<file path="config.mk">
export PLATFORM = sky130hd
export DESIGN_NAME = instr_encode_loader
export DESIGN_NICKNAME = d
export VERILOG_FILES = /design/src/rtl/rv_isa_pkg.sv /design/src/rtl/sync_fifo.sv /design/src/rtl/instr_encode_loader.sv
export SDC_FILE = /design/constraint.sdc
export NUM_CORES = 1
export LEC_CHECK = 0
export BUFFER_PORTS_ARGS = -buffer_cell sky130_fd_sc_hd__buf_2
export CAP_MARGIN = 5
export CORE_ASPECT_RATIO = 0.8
export CORE_MARGIN = 3
export CORE_UTILIZATION = 50
export DETAILED_ROUTE_END_ITERATION = 10
export PLACE_DENSITY = 0.81
export SYNTH_ARGS = -nofsm -noshare
export SYNTH_HDL_FRONTEND = slang
export SYNTH_SLANG_ARGS = --single-unit
</file>
<file path="constraint.sdc">
create_clock -name clk -period 7.1 [get_ports clk]
set_clock_uncertainty 0.15 [all_clocks]
set_input_delay 1.42 -clock clk [delete_from_list [all_inputs] [get_ports clk]]
set_output_delay 1.42 -clock clk [all_outputs]
set_load 0.02 [all_outputs]
</file>
<file path="src/rtl/rv_isa_pkg.sv">
// Shared RV32I definitions for the instruction encoder/loader and the decoders.
// Holds opcode, funct3/funct7 and ALUControl constants, the command-kind enum,
// the loader FSM state type and the field-level encoder function.
package rv_isa_pkg;

    // Major opcodes of the supported subset
    localparam logic [6:0] OP_LOAD   = 7'b0000011;
    localparam logic [6:0] OP_STORE  = 7'b0100011;
    localparam logic [6:0] OP_R      = 7'b0110011;
    localparam logic [6:0] OP_I      = 7'b0010011;
    localparam logic [6:0] OP_BRANCH = 7'b1100011;

    // ALUControl codes, identical to the control-unit decode
    localparam logic [2:0] ALU_ADD = 3'b000;
    localparam logic [2:0] ALU_SUB = 3'b001;
    localparam logic [2:0] ALU_AND = 3'b010;
    localparam logic [2:0] ALU_OR  = 3'b011;
    localparam logic [2:0] ALU_SLT = 3'b101;

    // funct3 / funct7 fields
    localparam logic [2:0] F3_ADD_SUB = 3'b000;
    localparam logic [2:0] F3_AND     = 3'b111;
    localparam logic [2:0] F3_OR      = 3'b110;
    localparam logic [2:0] F3_SLT     = 3'b010;
    localparam logic [2:0] F3_WORD    = 3'b010;
    localparam logic [2:0] F3_BEQ     = 3'b000;
    localparam logic [6:0] F7_BASE    = 7'b0000000;
    localparam logic [6:0] F7_SUB     = 7'b0100000;

    typedef enum logic [2:0] {
        KIND_LW    = 3'd0,
        KIND_SW    = 3'd1,
        KIND_RTYPE = 3'd2,
        KIND_BEQ   = 3'd3,
        KIND_ITYPE = 3'd4
    } cmd_kind_e;

    typedef enum logic [1:0] {
        ST_LOAD  = 2'd0,
        ST_DRAIN = 2'd1,
        ST_DONE  = 2'd2
    } load_state_e;

    typedef struct packed {
        logic        legal;
        logic [31:0] word;
    } enc_t;

    // Encode one command; legal=0 means the command must be dropped.
    function automatic enc_t encode_cmd(
        input logic [2:0]  kind,
        input logic [2:0]  alu,
        input logic [4:0]  rd,
        input logic [4:0]  rs1,
        input logic [4:0]  rs2,
        input logic [11:0] imm
    );
        enc_t       res;
        logic [2:0] f3;
        logic [6:0] f7;
        logic       alu_ok;
        res    = '{legal: 1'b0, word: 32'd0};
        f3     = F3_ADD_SUB;
        f7     = F7_BASE;
        alu_ok = 1'b1;
        case (alu)
            ALU_ADD: f3 = F3_ADD_SUB;
            ALU_SUB: begin
                f3 = F3_ADD_SUB;
                f7 = F7_SUB;
            end
            ALU_AND: f3 = F3_AND;
            ALU_OR:  f3 = F3_OR;
            ALU_SLT: f3 = F3_SLT;
            default: alu_ok = 1'b0;
        endcase
        case (kind)
            KIND_LW: begin
                res.word  = {imm, rs1, F3_WORD, rd, OP_LOAD};
                res.legal = alu_ok;
            end
            KIND_SW: begin
                res.word  = {imm[11:5], rs2, rs1, F3_WORD, imm[4:0], OP_STORE};
                res.legal = alu_ok;
            end
            KIND_RTYPE: begin
                res.word  = {f7, rs2, rs1, f3, rd, OP_R};
                res.legal = alu_ok;
            end
            KIND_ITYPE: begin
                // There is no subtract-immediate in RV32I
                res.word  = {imm, rs1, f3, rd, OP_I};
                res.legal = alu_ok && (alu != ALU_SUB);
            end
            KIND_BEQ: begin
                // imm holds offset[12:1], so imm[11] is offset bit 12
                res.word  = {imm[11], imm[9:4], rs2, rs1, F3_BEQ, imm[3:0], imm[10], OP_BRANCH};
                res.legal = alu_ok;
            end
            default: begin
                res.word  = 32'd0;
                res.legal = 1'b0;
            end
        endcase
        return res;
    endfunction

endpackage

</file>
<file path="src/rtl/sync_fifo.sv">
// Synchronous FIFO with extra-bit pointers.
// Ports: clk, rst (async active-high), push/wdata (write side, caller must
// respect full), pop/rdata (read side, rdata is the head entry, show-ahead),
// full/empty status derived from the pointer registers only.
module sync_fifo #(
    parameter int WIDTH = 33,
    parameter int DEPTH = 4
) (
    input  logic             clk,
    input  logic             rst,
    input  logic             push,
    input  logic [WIDTH-1:0] wdata,
    input  logic             pop,
    output logic [WIDTH-1:0] rdata,
    output logic             full,
    output logic             empty
);
    localparam int             PW      = $clog2(DEPTH);
    localparam logic [PW:0]    PTR_ONE = {{PW{1'b0}}, 1'b1};

    logic [WIDTH-1:0] mem_r [DEPTH];
    logic [PW:0]      wr_ptr_r;
    logic [PW:0]      rd_ptr_r;
    logic             do_push_s;
    logic             do_pop_s;

    assign do_push_s = push && !full;
    assign do_pop_s  = pop && !empty;

    assign full  = (wr_ptr_r[PW] != rd_ptr_r[PW]) && (wr_ptr_r[PW-1:0] == rd_ptr_r[PW-1:0]);
    assign empty = (wr_ptr_r == rd_ptr_r);
    assign rdata = mem_r[rd_ptr_r[PW-1:0]];

    // Pointer update
    always_ff @(posedge clk or posedge rst) begin
        if (rst) begin
            wr_ptr_r <= '0;
            rd_ptr_r <= '0;
        end else begin
            if (do_push_s) wr_ptr_r <= wr_ptr_r + PTR_ONE;
            if (do_pop_s)  rd_ptr_r <= rd_ptr_r + PTR_ONE;
        end
    end

    // Storage array, cleared on reset so the head is never undefined
    always_ff @(posedge clk or posedge rst) begin
        if (rst) begin
            for (int i = 0; i < DEPTH; i++) mem_r[i] <= '0;
        end else if (do_push_s) begin
            mem_r[wr_ptr_r[PW-1:0]] <= wdata;
        end
    end

endmodule

</file>
<file path="src/rtl/instr_encode_loader.sv">
// Instruction encoder and imem loader.
// Commands (cmd_*) arrive on a valid/ready handshake, are encoded to RV32I
// words and queued; the queue head is streamed to imem (imem_we/addr/wdata,
// imem_ready handshake). cmd_err pulses for a dropped illegal command,
// load_done rises after the program's last word, words_loaded counts writes.
module instr_encode_loader
    import rv_isa_pkg::*;
#(
    parameter int                    DEPTH      = 4,
    parameter int                    ADDR_WIDTH = 32,
    parameter logic [ADDR_WIDTH-1:0] BASE_ADDR  = '0
) (
    input  logic                  clk,
    input  logic                  rst,
    input  logic                  cmd_valid,
    output logic                  cmd_ready,
    input  logic [2:0]            cmd_kind,
    input  logic [2:0]            cmd_alu,
    input  logic [4:0]            cmd_rd,
    input  logic [4:0]            cmd_rs1,
    input  logic [4:0]            cmd_rs2,
    input  logic [11:0]           cmd_imm,
    input  logic                  cmd_last,
    output logic                  cmd_err,
    output logic                  imem_we,
    output logic [ADDR_WIDTH-1:0] imem_addr,
    output logic [31:0]           imem_wdata,
    input  logic                  imem_ready,
    output logic                  load_done,
    output logic [15:0]           words_loaded
);
    localparam logic [ADDR_WIDTH-1:0] ADDR_STEP = ADDR_WIDTH'(3'd4);

    load_state_e           state_r;
    load_state_e           state_s;
    enc_t                  enc_s;
    logic                  accept_s;
    logic                  push_s;
    logic                  write_s;
    logic                  fifo_full_s;
    logic                  fifo_empty_s;
    logic [32:0]           fifo_rdata_s;
    logic                  head_last_s;
    logic                  err_r;
    logic [ADDR_WIDTH-1:0] addr_r;
    logic [15:0]           count_r;

    assign cmd_ready    = !fifo_full_s && (state_r == ST_LOAD);
    assign accept_s     = cmd_valid && cmd_ready;
    assign enc_s        = encode_cmd(cmd_kind, cmd_alu, cmd_rd, cmd_rs1, cmd_rs2, cmd_imm);
    assign push_s       = accept_s && enc_s.legal;
    assign imem_we      = !fifo_empty_s && (state_r != ST_DONE);
    assign write_s      = imem_we && imem_ready;
    assign head_last_s  = fifo_rdata_s[32];
    assign imem_wdata   = fifo_rdata_s[31:0];
    assign imem_addr    = addr_r;
    assign cmd_err      = err_r;
    assign load_done    = (state_r == ST_DONE);
    assign words_loaded = count_r;

    sync_fifo #(
        .WIDTH (33),
        .DEPTH (DEPTH)
    ) u_fifo (
        .clk   (clk),
        .rst   (rst),
        .push  (push_s),
        .wdata ({cmd_last, enc_s.word}),
        .pop   (write_s),
        .rdata (fifo_rdata_s),
        .full  (fifo_full_s),
        .empty (fifo_empty_s)
    );

    // Next-state logic of the load sequencer
    always_comb begin
        state_s = state_r;
        case (state_r)
            ST_LOAD: begin
                if (accept_s && cmd_last) state_s = ST_DRAIN;
                else                      state_s = ST_LOAD;
            end
            ST_DRAIN: begin
                // Either the last-flagged word is being written now, or the
                // last command was illegal and nothing is left in the queue.
                if (fifo_empty_s)               state_s = ST_DONE;
                else if (write_s && head_last_s) state_s = ST_DONE;
                else                            state_s = ST_DRAIN;
            end
            ST_DONE:  state_s = ST_DONE;
            default:  state_s = ST_LOAD;
        endcase
    end

    // Sequencer state register
    always_ff @(posedge clk or posedge rst) begin
        if (rst) state_r <= ST_LOAD;
        else     state_r <= state_s;
    end

    // Error pulse, write address and saturating write counter
    always_ff @(posedge clk or posedge rst) begin
        if (rst) begin
            err_r   <= 1'b0;
            addr_r  <= BASE_ADDR;
            count_r <= 16'd0;
        end else begin
            err_r <= accept_s && !enc_s.legal;
            if (write_s) begin
                addr_r <= addr_r + ADDR_STEP;
                if (count_r != 16'hFFFF) count_r <= count_r + 16'd1;
            end
        end
    end

endmodule

</file>
==> parameters.txt <==
Parameter                              Value

Run status
  Result of the run    finished clean

Clock tree
  Clock net sink count    175
  Cell at the root of the clock tree    clkbuf_16
  Hold Buf Count CTS    0
  Post-cts gate resize count    0
  Post-CTS setup-driven buffer insertion count    0
  Clock Latency Late Sink    0.43 ns
  CTS clock-pin slew for the worst setup and hold paths    0.06 ns
  Buffers from clock root to sink, at most    2
  Cts bufs inserted    17
  Deepest level of the CTS H-tree    4
  Clock tree from TritonCTS    built

Setup path
  Startpoint kind of the worst setup timing path    input pin
  RR Startpoint    u_fifo.rd_ptr_r[0]
  Worst R2R End    u_fifo.mem_r[21]
  Worst-case reg-to-reg path depth    6
  Setup CP Type    input pin to flip-flop
  Slack of the worst reg-to-reg path    3.89 ns
  Data arrival at the endpoint of the critical path    4.14 ns
  Max Fanout on Critical Path    31
  Critical path capture point type    flip-flop
  Worst path required time    7.25 ns

Floorplan
  Boundary pin count    122
  Total die area    18600 sq um
  Placement Rows    41
  Die H    122 um
  Placeable Area    16200 sq um
  Effective utilization at floorplan    0.524
  Die width    152 um

Synthesis
  Compound-Gate Fraction of Synth Area    0.0393
  Register bit total from synthesis    175
  Total of warnings raised by yosys    0
  Fraction of the mapped netlist area in adder cells    0.0103
  Seq/Total Area, Yosys    0.517
  Mux cell area share after synthesis    0.254
  Xor and xnor area share after synthesis    0.0515
  Dominant combinational cell family by area after synthesis    multiplexers
  Simple-gate portion of the synthesized area    0.0916
  Per-instance average area after synthesis    13.5 sq um
  Gate count after technology mapping    628
  Post-synthesis async set-or-reset flop share    1.00
  Mapped Area    8470 sq um
  Most used flip-flop cell after synthesis    dfrtp_1
  EDFF count, synth    0
  Post-synth cell types    45

Final layout
  Antenna fix cells    0
  Post-layout instance count excluding filler cells    960
  Layout Cell Area excl Fill    9760 sq um
  Layout overhead on the synthesized area    15.1%
  Share of final-layout standard cells stronger than drive strength 1    0.408
  Total number of nets in the final design    778

Drt
  Average wire per standard cell    20.0 um
  Average via count per standard cell    5.80
  Total via count in the routed design    5567
  Starting DRC count in detailed routing    387
  WL final    19200 um
  Detail Route Antenna Nets    0
  DRC violations left    0
  Detailed-routing iteration count for the pre-antenna-repair pass    4

Place
  Placed standard-cell area    9120 sq um
  DPL Wire Length    12700 um
  Count of input and output buffers    117
  Final weighted congestion of routability-driven global placement    0.816
  Cell count after placement    929
  Placement Setup Slack    2.74 ns

Timing
  Period minus WS final    3.99 ns
  Relative slew slack    0.273
  Final setup violating endpoints    0
  Least-Margin Pin Slew    1.09 ns
  Max Clock Freq    251 MHz
  Final sum of negative setup slack    0 ns
  Final Hold Viols    0
  Setup slack of the critical path after layout    3.11 ns
  Final-report max-slew violation count    0
  Setup repair after global routing missed its margin    false
  Part of the cycle the worst path needs    0.562

Global route
  Remaining Overflow, GRT    0
  Vias in the first global route    5836
  Global-route wire length before repair    30200 um
  Largest net degree at the start of global routing    125
  GRT Total Usage    0.210
  Number of antenna violations at the first check in global routing    1

Min path
  Worst Hold Endpoint    imem_addr[31]
  Cell depth of the worst hold path    1
  Worst min-delay path category    flip-flop to flip-flop
  Hold Startpoint    imem_addr[31]

Power
  Tot Pwr    2.10 mW
  Leakage power figure    5.09 nW
  Pwr dens    215 nW/um^2
  Maximum resistive drop on vdd    0.175 mV

Flow run
  MaxCap Viol Count    0
[final cells by class]
cell class	instances	area, sq um
Clock buffer	22	484
Clock inverter	9	155
Fill cell	1226	6400
Inverter	12	50.0
Multi-Input combinational cell	406	3800
Sequential cell	175	4380
Tap cell	215	269
Timing Repair Buffer	121	616
[cell usage after synthesis (3+ instances only)]
library cell / count / area share
a21oi_1: 11 / 0.0065
a22o_1: 5 / 0.0052
a31oi_1: 9 / 0.0066
and2_1: 7 / 0.0052
and3_1: 11 / 0.0081
and4_1: 4 / 0.0041
buf_1: 3 / 0.0013
buf_2: 3 / 0.0018
buf_4: 6 / 0.0053
buf_6: 12 / 0.016
clkbuf_1: 14 / 0.0062
dfrtp_1: 175 / 0.52
ha_1: 7 / 0.010
inv_1: 12 / 0.0053
mux2_1: 7 / 0.0093
mux2_2: 86 / 0.11
mux2_4: 28 / 0.050
mux4_2: 30 / 0.080
nand2_1: 27 / 0.012
nand2_4: 4 / 0.0053
nand2b_1: 12 / 0.0089
nand3_1: 19 / 0.011
nand4_1: 13 / 0.0096
nor2_1: 24 / 0.011
nor2b_1: 7 / 0.0052
nor3_1: 11 / 0.0065
nor4_1: 4 / 0.0030
o21ai_0: 10 / 0.0059
o22ai_1: 5 / 0.0037
xnor2_1: 23 / 0.024
xor2_1: 25 / 0.026
[worst max path at each step]
stage	start	end	depth (start not counted)
6_report	cmd_kind[1]	u_fifo.mem_r[21]	6
5_1_grt	cmd_kind[1]	u_fifo.mem_r[21]	6
4_1_cts	cmd_kind[1]	u_fifo.mem_r[21]	6
3_5_place_dp	cmd_kind[1]	u_fifo.mem_r[17]	6
3_3_place_gp	cmd_kind[1]	u_fifo.mem_r[4]	6
2_1_floorplan	rst	cmd_err	1
[report_power, final]
part	internal, mW	leakage (nW)	switching, mW	total, mW
Combinational	0.0248	2.37	0.0635	0.0883
Sequential	0.998	2.41	0.000891	0.999
Clock	0.626	0.313	0.387	1.01
Total	1.65	5.09	0.451	2.10
[cells by family (layout without fill, tap and decap cells)]
family	count (synthesis)	after routing
buf+inv	50	164
xor+xnor	49	49
fa+ha+maj	7	7
mux	152	152
compound gates	49	49
other cells	1	4
simple gates	145	145
flops	175	175
[placed cells by master (no fill, tap or decap), drive strengths merged, types with 5 or more instances in the layout]
cell type	count
xnor2	24
xor2	25
a22o	5
nand3	19
nand4	13
dfrtp	175
and2	7
mux4	30
o22ai	5
a21oi	11
a31oi	9
buf	121
clkbuf	22
ha	7
nor3	11
and3	11
inv	13
o21ai	11
nand2b	12
nor2b	7
mux2	121
nor2	24
nand2	31
[worst max-delay path, cell delays in order]
cell and delay, ns:
buf_2 0.21, nor2_1 0.63, o21ai_1 0.26, a221oi_4 0.64
nand2_4 0.51, mux2_4 0.45
[registers in the layout, indices dropped and copies added, names as in the netlist]
name and cells:
imem_addr 30, u_fifo.mem_r 120, u_fifo.rd_ptr_r 3, cmd_err 1
state_r 2, words_loaded 16, u_fifo.wr_ptr_r 3
[metrics by stage]
stage	util	hold slack, ns
after global routing	0.604	0.344
after global placement	0.564	0.294
final	0.604	0.320
after detailed placement	0.564	0.315
after floorplan	-	0.279
after CTS	0.604	0.332
[routing by layer]
| layer | wire length, um | track usage | part of all wire |
|---|---|---|---|
| met5 | 13 | 0 | 0.00068 |
| met4 | 197 | 0.0572 | 0.010 |
| met3 | 1310 | 0.0561 | 0.068 |
| met2 | 9460 | 0.342 | 0.49 |
| met1 | 8200 | 0.281 | 0.43 |
Power figures use the tool's default switching activity.
